[config.mk]
export PLATFORM = sky130hd
export DESIGN_NAME = jk_mod_counter
export DESIGN_NICKNAME = d
export VERILOG_FILES = /design/src/rtl/jk_mod_counter_pkg.sv /design/src/rtl/jk_mod_counter_cell.sv /design/src/rtl/jk_mod_counter.sv
export SDC_FILE = /design/constraint.sdc
export NUM_CORES = 1
export LEC_CHECK = 0
export ABC_AREA = 0
export CAP_MARGIN = 20
export CORE_MARGIN = 2
export CORE_UTILIZATION = 45
export CTS_BUF_LIST = sky130_fd_sc_hd__clkbuf_8
export DETAILED_ROUTE_END_ITERATION = 6
export GPL_ROUTABILITY_DRIVEN = 0
export HOLD_SLACK_MARGIN = 0.15
export PLACE_DENSITY = 0.73
export SYNTH_ARGS = -nofsm -noshare
export SYNTH_HDL_FRONTEND = slang
export SYNTH_HIERARCHICAL = 1
export SYNTH_SLANG_ARGS = --single-unit
[constraint.sdc]
create_clock -name clk -period 2.7 [get_ports clk]
set_clock_uncertainty 0.1 [all_clocks]
set_input_delay 0.27 -clock clk [delete_from_list [all_inputs] [get_ports clk]]
set_output_delay 0.27 -clock clk [all_outputs]
set_load 0.03 [all_outputs]
[src/rtl/jk_mod_counter_pkg.sv]
// Shared JK cell types and helpers: the JK operation encoding, the next-state
// function of one cell, and the excitation that moves a cell from q to n.
package jk_pkg;

    // Encoded as {j, k}.
    typedef enum logic [1:0] {
        JK_HOLD   = 2'b00,
        JK_RESET  = 2'b01,
        JK_SET    = 2'b10,
        JK_TOGGLE = 2'b11
    } jk_op_t;

    function automatic logic jk_next(input logic q, input jk_op_t op);
        logic n;
        case (op)
            JK_HOLD:   n = q;
            JK_RESET:  n = 1'b0;
            JK_SET:    n = 1'b1;
            JK_TOGGLE: n = ~q;
            default:   n = q;
        endcase
        return n;
    endfunction

    // J = ~q & n, K = q & ~n; never yields toggle.
    function automatic jk_op_t jk_excite(input logic q, input logic n);
        return jk_op_t'({~q & n, q & ~n});
    endfunction

endpackage

[src/rtl/jk_mod_counter_cell.sv]
// Single-bit behavioural JK register with synchronous active-high clear.
module jk_cell
    import jk_pkg::*;
(
    input  logic clk,
    input  logic cl,
    input  logic j,
    input  logic k,
    output logic q
);

    always_ff @(posedge clk) begin
        if (cl) begin
            q <= 1'b0;
        end else begin
            q <= jk_next(q, jk_op_t'({j, k}));
        end
    end

endmodule

[src/rtl/jk_mod_counter.sv]
// Modulo-MODULUS up/down counter built from a bank of JK cells.
// Defining JK_COUNTER_EXCITE_OUT_EN exposes the J/K excitation vectors as jx/kx.
module jk_mod_counter
    import jk_pkg::*;
#(
    parameter int WIDTH   = 4,
    parameter int MODULUS = 10
) (
    input  logic             clk,
    input  logic             cl,
    input  logic             en,
    input  logic             up,
    input  logic             ld,
    input  logic [WIDTH-1:0] din,
    output logic [WIDTH-1:0] q,
    output logic             tc,
`ifdef JK_COUNTER_EXCITE_OUT_EN
    output logic             wrap,
    output logic [WIDTH-1:0] jx,
    output logic [WIDTH-1:0] kx
`else
    output logic             wrap
`endif
);

    localparam logic [WIDTH-1:0] MAX = WIDTH'(MODULUS - 1);

    if (MODULUS < 2 || MODULUS > (1 << WIDTH)) begin : g_bad_modulus
        $error("jk_mod_counter: MODULUS must satisfy 2 <= MODULUS <= 2**WIDTH");
    end

    logic [WIDTH-1:0] nxt;
    logic [WIDTH-1:0] j;
    logic [WIDTH-1:0] k;
    logic             wrap_nxt;

    // Target count; holding leaves nxt == q so the excitation is all zero.
    always_comb begin
        nxt      = q;
        wrap_nxt = 1'b0;
        if (ld) begin
            nxt = (din > MAX) ? MAX : din;
        end else if (en) begin
            if (q > MAX) begin
                nxt = '0;
            end else if (up) begin
                if (q == MAX) begin
                    nxt      = '0;
                    wrap_nxt = 1'b1;
                end else begin
                    nxt = q + WIDTH'(1);
                end
            end else begin
                if (q == '0) begin
                    nxt      = MAX;
                    wrap_nxt = 1'b1;
                end else begin
                    nxt = q - WIDTH'(1);
                end
            end
        end
    end

    always_comb begin
        j = '0;
        k = '0;
        if (!cl) begin
            for (int i = 0; i < WIDTH; i++) begin
                {j[i], k[i]} = jk_excite(q[i], nxt[i]);
            end
        end
    end

    for (genvar i = 0; i < WIDTH; i++) begin : g_cell
        jk_cell u_cell (
            .clk (clk),
            .cl  (cl),
            .j   (j[i]),
            .k   (k[i]),
            .q   (q[i])
        );
    end

    always_ff @(posedge clk) begin
        if (cl) begin
            wrap <= 1'b0;
        end else begin
            wrap <= wrap_nxt;
        end
    end

    assign tc = en & (up ? (q == MAX) : (q == '0));

`ifdef JK_COUNTER_EXCITE_OUT_EN
    assign jx = j;
    assign kx = k;
`endif

endmodule

==> flow_metrics.tcl <==
set metrics [dict create \
    dieHeight_um 41.5 \
    clockBufferDepth 2 \
    synth_xor_xnor_area_share_pct 0 \
    worst_pin_slew_ns 0.488 \
    ir_drop_v 0.000248 \
    path_buf_inv 2 \
    synth_most_common_cell "nor2_1" \
    power.leakage_nw 0.353 \
    synth_fp_nets 95 \
    power_mw 0.361 \
    wl_um 1640 \
    muxShareOfSynthArea_pct 1.58 \
    path_max_fanout 5 \
    ys_top_cells_by_count "nor2_1, inv_1, dfxtp_1" \
    slew_headroom_pct 67.4 \
    crit_type "reg2out" \
    port_buffers 14 \
    grt_start_max_net_pins 15 \
    synth-seq-cells 5 \
    vias 708 \
    setup_tns_ns 0 \
    n_fill_cell 113 \
    p_switching_mw 0.121 \
    yosys.area_share.adder_pct 7.92 \
    sequentialPowerShare_pct 24.2 \
    ff2ff_setup_slack_ns 0.66 \
    post-route-util_pct 65.5 \
    die_x_um 41.5 \
    cp.arrival_ns 1.90 \
    final_hold_viol_count 0 \
    hold_buffers 0 \
    period_needed_ns 2.27 \
    htreeDepth 1 \
    comb_power_share_pct 37.1 \
    p_sw_share_pct 33.7 \
    cp_num_cells 6 \
    ys_seq_area_share_pct 15.8 \
    finalCritPeriodShare_pct 84.1 \
    internal_power_mw 0.239 \
    cp_slowest_cell "or3b_4" \
    synth-main-ff-cell "dfxtp_1" \
    grt_pass1_wl_um 2860 \
    endpoint "tc" \
    dp_hpwl_um 1220 \
    antenna_found_initial 0 \
    core_area_sq_mm 0.00130 \
    cts_made_buffers 3 \
    crit_family "simple AND/OR/NAND/NOR gates" \
    post_drt_wl_per_cell_um 14.0 \
    ios 15 \
    clk_latency_ns 0.23 \
    synth_edf_count 0 \
    synth_compound_area_share_pct 41.6 \
    reg2reg_depth 9 \
    synth_top_area_share_pct 15.8 \
    synthesis.area_sq_um 632 \
    startpoint "g_cell[1].u_cell/q" \
    fin_nets 116 \
    syn-instance-count 82 \
    grt_remaining_overflow 0 \
    worst_ep_required_time_ns 2.33 \
    diodes 0 \
    area_delta_synth_final_pct 34.9 \
    synth.area.top_cells "dfxtp_1, ha_1, nor2_1" \
    hp-class "reg2reg" \
    fp-row-count 13 \
    grt_pass1_vias 606 \
    max_freq_mhz 440 \
    drc 0 \
    cts-root-buf "clkbuf_8" \
    synth_area_leader_cell "dfxtp_1" \
    pwr_density_cell_mw_per_mm2 423 \
    clock-sinks 5 \
    ys_types 36 \
    crit_chain "inv_1 -> ha_1 -> or3b_4 -> a21oi_4 -> and2_1 -> dlymetal6s2s_1" \
    fin_worst_hold_slack_ns 0.518 \
    vias_per_cell 6.05 \
    drv_cap 0 \
    setup_viol 0 \
    worst_setup_path_start_kind "flop" \
    die_area_sq_mm 0.00172 \
    synth_top_family_by_area "compound AO/OA/AOI/OAI gates" \
    drt_iter0_markers 25 \
    p_clk_share_pct 38.7 \
    yosys_warnings 6 \
    clk_pin_slew_worst_paths_ns 0.03 \
    ys_async_sr_fraction_pct 0 \
    outcome "completed" \
    ant_nets 0 \
    endpoint_kind "primary output" \
    rr_startpoint "g_cell[0].u_cell/q" \
    start_util_pct 48.6 \
    first_pass_iters 4 \
    layout-drive-gt1-share_pct 12.7 \
    cts_tree "done" \
    maxSlewViolCount 0 \
    worstReg2RegEnd "g_cell[0].u_cell/q" \
    grt_usage_pct 21.6 \
    max_stage_delay_ns 0.41 \
    rsz0062_at_grt "no" \
    synth.avg_cell_area_sq_um 7.71 \
    synth-simple-area-share_pct 26.3 \
]
power by group through the flow:
stage               Clock (mW)  Combinational, mW  Sequential [mW]
floorplan                    0             0.0765           0.0959
global placement             0              0.131           0.0877
detailed placement           0              0.132           0.0882
CTS                      0.142              0.133           0.0871
global route             0.149              0.147           0.0885
finish                   0.140              0.134           0.0872
area by class of cell:
| class | count | area [sq um] | area share [%] |
|---|---|---|---|
| Clock buffer | 3 | 41.3 | 4.85 |
| Clock inverter | 1 | 3.75 | 0.441 |
| Multi-Input combinational cell | 68 | 489 | 57.4 |
| Sequential cell | 5 | 100 | 11.7 |
| Inverter | 7 | 26.3 | 3.08 |
| Timing Repair Buffer | 18 | 173 | 20.3 |
| Tap cell | 15 | 18.8 | 2.20 |
flip-flops by register name, indices dropped and copies added, names as in the netlist:
register	cells
g_cell.u_cell/q	4
wrap	1
timing repair:
action	in CTS	in global routing
setup buffers	0	0
endpoints found under the setup margin	0	1
resized for setup	0	1
hold endpoints to repair	0	0
cell families (layout without fill, tap and decap cells):
kind of cell	count (synthesis)	in the layout
AOI/OAI and AO/OA	31	31
adders and majority gates	4	4
buffers and inverters	9	29
DFF	5	5
muxes	1	1
and+or+nand+nor	32	32
worst register-to-register path, delay by kind of cell, from the launching register on:
| kind | cells | cell delay [ns] |
|---|---|---|
| AOI/OAI and AO/OA | 4 | 0.95 |
| and+or+nand+nor | 2 | 0.08 |
| adders and majority gates | 1 | 0.18 |
| DFF | 1 | 0.32 |
| buffers and inverters | 2 | 0.31 |
metrics by stage:
stage | instance area [sq um] | cells | worst slack (ns)
4_1_cts | 850 | 117 | 0.0460
2_1_floorplan | 632 | 82 | 0.508
3_3_place_gp | 805 | 113 | 0.224
5_1_grt | 852 | 117 | 0.325
6_report | 852 | 117 | 0.429
3_5_place_dp | 805 | 113 | 0.202
routing by layer:
| metal | vias to the layer above | part of all wire (%) | GRT usage, % |
|---|---|---|---|
| met5 | - | 0 | 0 |
| met4 | 0 | 2.8 | 7.74 |
| met3 | 7 | 8.0 | 8.70 |
| met2 | 35 | 45 | 30.9 |
| met1 | 315 | 44 | 29.0 |
| li1 | 351 | - | - |
cells in the final DEF (no fill, tap or decap), types with 2 or more instances in the layout:
cell	n
o21a_1	3
clkdlybuf4s50_1	13
o211a_1	3
clkbuf_8	3
nand2_1	4
and2_1	3
inv_1	7
a211oi_1	4
a21oi_1	2
nor2b_1	2
nand3b_1	2
buf_4	4
a32o_1	2
nor3_1	4
nand2b_1	3
ha_1	4
or3_1	2
o21ai_0	4
nor2_1	10
dfxtp_1	5
how the worst min path moves through the flow:
stage                  startpoint            endpoint  slack [ns]  depth (start not counted)
4_1_cts        g_cell[1].u_cell/q  g_cell[1].u_cell/q        0.51                          2
2_1_floorplan                  cl  g_cell[0].u_cell/q        0.25                          1
3_3_place_gp   g_cell[1].u_cell/q  g_cell[1].u_cell/q        0.49                          2
5_1_grt        g_cell[1].u_cell/q  g_cell[1].u_cell/q        0.55                          2
3_5_place_dp   g_cell[1].u_cell/q  g_cell[1].u_cell/q        0.50                          2
6_report       g_cell[1].u_cell/q  g_cell[1].u_cell/q        0.52                          2
Power figures use the tool's default switching activity.
